## config.mk

```make
export PLATFORM = sky130hd
export DESIGN_NAME = instr_decode_stage
export DESIGN_NICKNAME = d
export VERILOG_FILES = /design/src/rtl/instr_decode_stage_pkg.sv /design/src/rtl/instr_decode_stage_imm_gen.sv /design/src/rtl/instr_decode_stage.sv
export SDC_FILE = /design/constraint.sdc
export NUM_CORES = 1
export LEC_CHECK = 0
export CORE_UTILIZATION = 57
export CTS_BUF_LIST = sky130_fd_sc_hd__clkbuf_2 sky130_fd_sc_hd__clkbuf_4 sky130_fd_sc_hd__clkbuf_8
export DETAILED_ROUTE_END_ITERATION = 10
export PLACE_DENSITY_LB_ADDON = 0.3
export SKIP_CTS_REPAIR_TIMING = 1
export SLEW_MARGIN = 5
export SYNTH_ARGS = -nofsm -noshare
export SYNTH_HDL_FRONTEND = slang
export SYNTH_SLANG_ARGS = --single-unit
```

## constraint.sdc

```tcl
create_clock -name clk -period 5.04 [get_ports clk]
set_input_delay 1.512 -clock clk [delete_from_list [all_inputs] [get_ports clk]]
set_output_delay 1.512 -clock clk [all_outputs]
set_load 0.05 [all_outputs]
```

## src/rtl/instr_decode_stage_pkg.sv

```systemverilog
// Shared RV32I decode constants: opcodes, funct codes, instruction classes,
// the registered bundle layout and the skid-buffer occupancy states.
package instr_decode_stage_pkg;

    localparam logic [6:0] OPC_OP     = 7'b0110011;
    localparam logic [6:0] OPC_OP_IMM = 7'b0010011;
    localparam logic [6:0] OPC_LOAD   = 7'b0000011;
    localparam logic [6:0] OPC_STORE  = 7'b0100011;
    localparam logic [6:0] OPC_BRANCH = 7'b1100011;
    localparam logic [6:0] OPC_JAL    = 7'b1101111;

    localparam logic [2:0] F3_ADD_SUB = 3'd0;
    localparam logic [2:0] F3_SLL     = 3'd1;
    localparam logic [2:0] F3_WORD    = 3'd2;
    localparam logic [2:0] F3_SLTU    = 3'd3;
    localparam logic [2:0] F3_SRL_SRA = 3'd5;

    localparam logic [6:0] F7_BASE = 7'b0000000;
    localparam logic [6:0] F7_ALT  = 7'b0100000;

    typedef enum logic [2:0] {
        CLS_R       = 3'd0,
        CLS_IMM     = 3'd1,
        CLS_LOAD    = 3'd2,
        CLS_STORE   = 3'd3,
        CLS_BRANCH  = 3'd4,
        CLS_JAL     = 3'd5,
        CLS_ILLEGAL = 3'd7
    } instr_class_t;

    typedef enum logic [1:0] {
        OCC_EMPTY = 2'd0,
        OCC_ONE   = 2'd1,
        OCC_FULL  = 2'd2
    } occ_t;

    typedef struct packed {
        instr_class_t cls;
        logic [4:0]   rd;
        logic [4:0]   rs1;
        logic [4:0]   rs2;
        logic [2:0]   funct3;
        logic [6:0]   funct7;
        logic [31:0]  imm;
        logic         reg_write;
        logic         mem_read;
        logic         mem_write;
        logic         branch;
        logic         jump;
        logic         alu_imm;
        logic         illegal;
    } bundle_t;

endpackage

```

## src/rtl/instr_decode_stage_imm_gen.sv

```systemverilog
// Combinational RV32I immediate extractor. Bits [6:0] (opcode) play no part
// in any immediate, so only instr[31:7] is brought in.
module instr_decode_stage_imm_gen
    import instr_decode_stage_pkg::*;
(
    input  logic [31:7]  instr,
    input  instr_class_t cls,
    output logic [31:0]  imm
);

    // Select and sign-extend the immediate layout of the decoded format.
    always_comb begin
        // NOTE: every always_comb output gets a default first so no path can infer a latch.
        imm = '0;
        case (cls)
            CLS_IMM, CLS_LOAD: imm = {{20{instr[31]}}, instr[31:20]};
            CLS_STORE:         imm = {{20{instr[31]}}, instr[31:25], instr[11:7]};
            CLS_BRANCH:        imm = {{19{instr[31]}}, instr[31], instr[7],
                                      instr[30:25], instr[11:8], 1'b0};
            CLS_JAL:           imm = {{11{instr[31]}}, instr[31], instr[19:12],
                                      instr[20], instr[30:21], 1'b0};
            default:           imm = '0;
        endcase
    end

endmodule

```

## src/rtl/instr_decode_stage.sv

```systemverilog
// Registered RV32I decode stage between fetch and execute. Decode is purely
// combinational on the incoming word; the result lands in an output register
// backed by one skid entry so that in_ready comes straight from a flop.
module instr_decode_stage
    import instr_decode_stage_pkg::*;
#(
    parameter int PC_W           = 32,
    parameter bit ILLEGAL_AS_NOP = 1'b1
) (
    input  logic            clk,
    input  logic            rst_n,
    input  logic            in_valid,
    output logic            in_ready,
    input  logic [31:0]     in_instr,
    input  logic [PC_W-1:0] in_pc,
    input  logic            flush,
    output logic            out_valid,
    input  logic            out_ready,
    output logic [PC_W-1:0] out_pc,
    output logic [2:0]      out_class,
    output logic [4:0]      out_rd,
    output logic [4:0]      out_rs1,
    output logic [4:0]      out_rs2,
    output logic [2:0]      out_funct3,
    output logic [6:0]      out_funct7,
    output logic [31:0]     out_imm,
    output logic            out_reg_write,
    output logic            out_mem_read,
    output logic            out_mem_write,
    output logic            out_branch,
    output logic            out_jump,
    output logic            out_alu_imm,
    output logic            out_illegal
);

    logic [6:0]      opcode;
    logic [2:0]      funct3;
    logic [6:0]      funct7;
    instr_class_t    dec_cls;
    logic [31:0]     dec_imm;
    bundle_t         dec;
    bundle_t         out_q;
    bundle_t         skid_q;
    logic [PC_W-1:0] out_pc_q;
    logic [PC_W-1:0] skid_pc_q;
    occ_t            state;
    logic            accept;
    logic            drain;

    assign opcode = in_instr[6:0];
    assign funct3 = in_instr[14:12];
    assign funct7 = in_instr[31:25];
    assign accept = in_valid && in_ready;
    assign drain  = out_valid && out_ready;

    // Map the opcode to its instruction format class.
    always_comb begin
        dec_cls = CLS_ILLEGAL;
        case (opcode)
            OPC_OP:     dec_cls = CLS_R;
            OPC_OP_IMM: dec_cls = CLS_IMM;
            OPC_LOAD:   dec_cls = CLS_LOAD;
            OPC_STORE:  dec_cls = CLS_STORE;
            OPC_BRANCH: dec_cls = CLS_BRANCH;
            OPC_JAL:    dec_cls = CLS_JAL;
            default:    dec_cls = CLS_ILLEGAL;
        endcase
    end

    instr_decode_stage_imm_gen u_imm_gen (
        .instr (in_instr[31:7]),
        .cls   (dec_cls),
        .imm   (dec_imm)
    );

    // Extract fields used by the format, check legality and derive control flags.
    // Unknown opcodes report no fields at all since no format applies.
    always_comb begin
        dec     = '0;
        dec.cls = dec_cls;
        dec.imm = dec_imm;
        case (dec_cls)
            CLS_R: begin
                dec = '{cls: CLS_R, rd: in_instr[11:7], rs1: in_instr[19:15],
                        rs2: in_instr[24:20], funct3: funct3, funct7: funct7,
                        imm: '0, reg_write: 1'b1, default: 1'b0};
                dec.illegal = !((funct7 == F7_BASE) ||
                                ((funct7 == F7_ALT) &&
                                 ((funct3 == F3_ADD_SUB) || (funct3 == F3_SRL_SRA))));
            end
            CLS_IMM: begin
                dec.rd        = in_instr[11:7];
                dec.rs1       = in_instr[19:15];
                dec.funct3    = funct3;
                dec.reg_write = 1'b1;
                dec.alu_imm   = 1'b1;
                dec.illegal   = ((funct3 == F3_SLL) && (funct7 != F7_BASE)) ||
                                ((funct3 == F3_SRL_SRA) && (funct7 != F7_BASE) &&
                                 (funct7 != F7_ALT));
            end
            CLS_LOAD: begin
                dec.rd        = in_instr[11:7];
                dec.rs1       = in_instr[19:15];
                dec.funct3    = funct3;
                dec.reg_write = 1'b1;
                dec.mem_read  = 1'b1;
                dec.alu_imm   = 1'b1;
                dec.illegal   = (funct3 != F3_WORD);
            end
            CLS_STORE: begin
                dec.rs1       = in_instr[19:15];
                dec.rs2       = in_instr[24:20];
                dec.funct3    = funct3;
                dec.mem_write = 1'b1;
                dec.alu_imm   = 1'b1;
                dec.illegal   = (funct3 != F3_WORD);
            end
            CLS_BRANCH: begin
                dec.rs1     = in_instr[19:15];
                dec.rs2     = in_instr[24:20];
                dec.funct3  = funct3;
                dec.branch  = 1'b1;
                dec.illegal = (funct3 == F3_WORD) || (funct3 == F3_SLTU);
            end
            CLS_JAL: begin
                dec.rd        = in_instr[11:7];
                dec.reg_write = 1'b1;
                dec.jump      = 1'b1;
            end
            default: dec.illegal = 1'b1;
        endcase
        if (dec.rd == 5'd0) begin
            dec.reg_write = 1'b0;
        end
        if (ILLEGAL_AS_NOP && dec.illegal) begin
            dec.reg_write = 1'b0;
            dec.mem_read  = 1'b0;
            dec.mem_write = 1'b0;
            dec.branch    = 1'b0;
            dec.jump      = 1'b0;
            dec.alu_imm   = 1'b0;
        end
    end

    // Occupancy FSM: moves words through output register and skid entry in FIFO order.
    always_ff @(posedge clk or negedge rst_n) begin
        if (!rst_n) begin
            state     <= OCC_EMPTY;
            out_valid <= 1'b0;
            in_ready  <= 1'b1;
            // NOTE: the data registers are reset too, because every bundle output must read 0 out of reset.
            out_q     <= '0;
            out_pc_q  <= '0;
            skid_q    <= '0;
            skid_pc_q <= '0;
        end else if (flush) begin
            // NOTE: sequential state uses non-blocking assignments so all flops update from pre-edge values.
            state     <= OCC_EMPTY;
            out_valid <= 1'b0;
            in_ready  <= 1'b1;
        end else begin
            case (state)
                OCC_EMPTY: begin
                    if (accept) begin
                        out_q     <= dec;
                        out_pc_q  <= in_pc;
                        out_valid <= 1'b1;
                        state     <= OCC_ONE;
                    end
                end
                OCC_ONE: begin
                    if (accept && !drain) begin
                        skid_q    <= dec;
                        skid_pc_q <= in_pc;
                        in_ready  <= 1'b0;
                        state     <= OCC_FULL;
                    end else if (accept) begin
                        out_q    <= dec;
                        out_pc_q <= in_pc;
                    end else if (drain) begin
                        out_valid <= 1'b0;
                        state     <= OCC_EMPTY;
                    end
                end
                OCC_FULL: begin
                    if (drain) begin
                        out_q    <= skid_q;
                        out_pc_q <= skid_pc_q;
                        in_ready <= 1'b1;
                        state    <= OCC_ONE;
                    end
                end
                default: begin
                    state     <= OCC_EMPTY;
                    out_valid <= 1'b0;
                    in_ready  <= 1'b1;
                end
            endcase
        end
    end

    assign out_pc        = out_pc_q;
    assign out_class     = out_q.cls;
    assign out_rd        = out_q.rd;
    assign out_rs1       = out_q.rs1;
    assign out_rs2       = out_q.rs2;
    assign out_funct3    = out_q.funct3;
    assign out_funct7    = out_q.funct7;
    assign out_imm       = out_q.imm;
    assign out_reg_write = out_q.reg_write;
    assign out_mem_read  = out_q.mem_read;
    assign out_mem_write = out_q.mem_write;
    assign out_branch    = out_q.branch;
    assign out_jump      = out_q.jump;
    assign out_alu_imm   = out_q.alu_imm;
    assign out_illegal   = out_q.illegal;

endmodule

```

# Word level (Yosys, flattened, before mapping)
# Cells that the tools add are included.
# op_classes
n_eq_ne	32
n_mux	42
n_bitwise	1
n_reduce_logical	31
# op_table
cell	n
67-bit two-way mux	3
67-bit case mux with 3 select lines	1
32-bit case mux with 4 select lines	1
32-bit two-way mux	3
32-bit case mux with 3 select lines	1
39-bit two-way mux	1
7-bit by 6-bit == test with 1-bit output, second input constant	3
3-bit != test, second input constant	6
3-bit case mux with 6 select lines	1
1-bit two-way mux	15
5-bit two-way mux	3
7-bit == test, second input constant	2
3-bit by 2-bit == test with 1-bit output, second input constant	4
2-bit two-way mux	6
3-bit == test, second input constant	3
2-bit != test, second input constant	4
4-bit != test, second input constant	2
4-bit AND reduction	2
7-bit by 2-bit == test with 1-bit output, second input constant	1
7-bit by 5-bit == test with 1-bit output, second input constant	1
1-bit logical AND	7
7-bit logical NOT	1
7-bit by 6-bit != test with 1-bit output, second input constant	1
7-bit nonzero test	1
22 further kinds	33
# totals
regBits	202
inputBits	69
out_inout_bits	101
wordCells	139

# Logic depth before layout (Yosys ltp)
# logic_depth
word_depth	11
mapped_depth	8
mapped_depth_nobuf	5

# Modules after synthesis
# From an unflattened synthesis, not the netlist that was laid out.
# hier_totals
hier_cells	1028
hier_area_um2	9384.0
# modules_own_cells
mod	instances	cells_each	area_per_inst_um2	seq_area_each_um2
instr_decode_stage	1	961	8857.2	5056.1
instr_decode_stage_imm_gen	1	67	526.8	0.0

# Worst setup path before layout
# OpenSTA, ideal clock, no wires.
# synth_path
path_kind	input to register
start	input in_instr[14]
end	register skid_q[1] (netlist bit)
setup_ns	0.121
arrival_ns	2.886
t_required_ns	4.919
path_slack_ns	2.033
path_stages	6
n_path_buf	1
path_cell_list	clkbuf_1 nand3b_1 a2111oi_1 a31oi_4 and3_4 a22o_1
# synth_between
elab_chain_cells	7
elab_cells_between_ends	17
classes_between	eq/ne: 5; mux: 2; reduce/logical: 10
# synth_lines
item	line	text
start: declaration	instr_decode_stage.sv:14	input logic [31:0] in_instr,
3-bit == test / 3-bit logical NOT (equally long branches)	instr_decode_stage.sv:89, instr_decode_stage.sv:98	
1-bit logical OR	instr_decode_stage.sv:89	((funct3 == F3_ADD_SUB) || (funct3 == F3_SRL_SRA))));
1-bit logical AND	instr_decode_stage.sv:88	((funct7 == F7_ALT) &&
1-bit logical OR	instr_decode_stage.sv:87	dec.illegal = !((funct7 == F7_BASE) ||
1-bit logical NOT	instr_decode_stage.sv:87	
1-bit case mux with 5 select lines *	instr_decode_stage.sv:82	case (dec_cls)
6-bit two-way mux *	instr_decode_stage.sv:135	if (ILLEGAL_AS_NOP && dec.illegal) begin
end signal: assignment	instr_decode_stage.sv:154	skid_q <= '0;
end signal: assignment	instr_decode_stage.sv:173	skid_q <= dec;
end: declaration	instr_decode_stage.sv:43	bundle_t skid_q;
# Every way passes the cells marked *; elsewhere a longest branch is shown, timed or not.
# A chain may end at the register's enable or synchronous reset.

==> metrics <==
#FFs+latches synth 180; slowest CP cell clkdlybuf4s50_1; crit path cell chain clkdlybuf4s50_1; Synth area leader dfrtp_1; syn_nets 1029; initial DRC count 642; TritonCTS Buffers 17; P_int 3.16 mW; main flop type after synthesis dfrtp_1; Ys Warns 0; # diodes 0; drt first pass iters 5; DRT Wirelength 20700 microns; DPL Wire Length 13500 microns; worst clock skew 7.19 ps; placed cell count 1244; GRT Resource Usage Total 0.293; clock sinks 180; # H-tree levels 4; first-pass GRT wire length 33800 microns; Synth Area in Compound Gates 0.123; Max VDD drop 0.354 mV; CTS Buffer Depth 2; vias in the first global route 6815; fin nets 1152; CP Capture Type output pin; switching power 2.48 mW; grt ovf 0; initial core utilization 0.586; final setup violating endpoints 0; Place WS 1220 ps; share of the synthesized area in the top cell type 0.548; Port Buffers 169; fin util 0.734; area grow syn2layout 25.3%; post-route antenna net violation count 0; DR vias/cell 5.71; hold crit path type reg2reg; Filler Cells Inserted 1046; non-filler cells, final 1275; Die Width 122 microns; post-layout minimum cycle time 3410 ps; Placed Area 9880 sq um; worst setup margin 1630 ps; Die Y 122 microns; RSZ-0062 raised after global routing no; crit-path max cell delay 880 ps; Final Total Pwr 5.64 mW; Root Buffer clkbuf_8; CTS tree built; largest family of logic cells by synthesized area simple AND/OR/NAND/NOR gates; crit-path max FO 13; Reg power frac 0.388; initial antenna violation count 0; buffer and inverter count on the worst path 1; Startpoint Class flop; wire length per cell 16.2 microns; synthesized area 8170 sq um; Sw Ratio 0.440; Clock transition at path regs 80 ps; mux contribution to synthesized area 0.00383; die area 14800 sq um; Final Hold Fails 0; DRC viols 0; main area contributors after synthesis dfrtp_1, nand2_1, a31oi_1; sequential area share after synthesis 0.552; pin count of the biggest net entering global routing 103; critical path required time 3530 ps; Clock Latency Late Sink 460 ps; commonest non-fill, non-tap cells in the layout nand2_1, dfrtp_1, clkdlybuf4s50_1; period utilization 0.676; Post-synth EDFFs 0; number of library cell types mapped by synthesis 53; Worst-Margin Slew 1180 ps; Slew Viols, Final 0; Mapped Cells 960; Rel. slew slack 0.211; Setup Crit Path Kind reg2out; Core Footprint 13900 sq um; delay-heaviest family, CP buffers and inverters; PwrDens 551 nW/um^2; row count 43; WHS 479 ps; Logic pwr share 0.452; maxcap violations 0; Fmax 293 MHz; Vias 7278; Post-Synth XOR/XNOR Area 0.00107; cell area after layout 10200 sq um; Final Wtd Congestion 0.950; Lkg Pwr 4.51 nW; crit path DAT 1900 ps; simple-gate portion of the synthesized area 0.274; Synth Area in Adders 0; io pins 170; share of post-route cells with drive strength above 1 0.0621; syn avg cell area 8.51 sq um; Clk pwr share 0.161; Setup Total Neg Slack 0 ps; status finished clean; leading cell type in the layout, fill and taps excluded nand2_1; asr flop ratio synth 1.00
## worst register-to-register path, cell delays in order (launching register included)
cell	delay (ps)
dfrtp_1	450
inv_1	150
nor2_4	910
buf_4	560
nor3_1	130
o31ai_1	220
## area by class of cell
class / count / area, sq um / area share
repair buffers: 184 / 1820 / 0.178
clock inverters: 4 / 22.5 / 0.00220
clock buffers: 27 / 334 / 0.0326
inverters: 3 / 11.3 / 0.00110
flip-flops and latches: 180 / 4510 / 0.440
well taps: 180 / 225 / 0.0220
multi-input cells: 697 / 3320 / 0.324
## final timing paths
| check | from | depth (start not counted) | slack, ps | to |
|---|---|---|---|---|
| worst max-delay path | out_imm[30]$_DFFE_PN0P_ | 1 | 1630 | out_imm[24] |
| worst min-delay path | skid_pc_q[12]$_DFFE_PN0P_ | 2 | 480 | skid_pc_q[12]$_DFFE_PN0P_ |
| worst max register to register | state[1]$_DFFE_PN0P_ | 5 | 2530 | out_class[1]$_DFFE_PN0P_ |
| worst min register to register | skid_pc_q[12]$_DFFE_PN0P_ | 2 | 480 | skid_pc_q[12]$_DFFE_PN0P_ |
| max in group asynchronous | rst_n | 2 | 2960 | skid_pc_q[31]$_DFFE_PN0P_ |
| min in group asynchronous | rst_n | 1 | 1150 | out_funct7[4]$_DFFE_PN0P_ |
## routing by layer
layer | vias to the layer above | part of all wire | global-route usage | wire length [microns]
li1 | 3444 | - | - | -
met1 | 3551 | 0.44 | 0.416 | 9190
met2 | 257 | 0.47 | 0.450 | 9750
met3 | 26 | 0.068 | 0.0674 | 1410
met4 | 0 | 0.016 | 0.0918 | 326
met5 | - | 0 | 0 | 0
## registers in the layout (all words and copies together), names as in the netlist, 2 cells and up
name	count
out_class	3
out_funct3	3
out_funct7	7
out_imm	21
out_pc	32
out_rd	5
out_rs1	5
out_rs2	5
skid_pc_q	32
skid_q	56
state	2
## synth_stat cells (2+ instances only)
cell / count
and2_1: 4
nand2b_1: 3
dfrtp_1: 179
a22o_1: 4
clkbuf_1: 49
nand4_1: 2
o21bai_1: 2
o31ai_1: 11
a32o_1: 5
a21oi_2: 2
buf_4: 12
nand3b_1: 3
mux2i_1: 2
o21ai_0: 20
a21oi_1: 31
clkbuf_2: 2
nor2_1: 111
a31oi_1: 68
nand2_1: 320
and3_1: 2
nand3_1: 73
nor3_1: 5
inv_1: 3
a211oi_1: 2
buf_2: 17
## power groups by stage
| stage | Combinational (mW) | Clock (mW) | Sequential [mW] |
|---|---|---|---|
| after floorplan | 0.759 | 0 | 3.13 |
| after global placement | 2.51 | 0 | 2.20 |
| after detailed placement | 2.56 | 0 | 2.21 |
| after CTS | 2.56 | 0.916 | 2.19 |
| after global routing | 2.71 | 0.972 | 2.25 |
| final | 2.55 | 0.906 | 2.19 |
## cells by family after synthesis
group / after synthesis
mux: 3
flops: 180
compound gates: 156
simple gates: 537
xor+xnor: 1
buf+inv: 83
(Power assumes the default switching activity.)
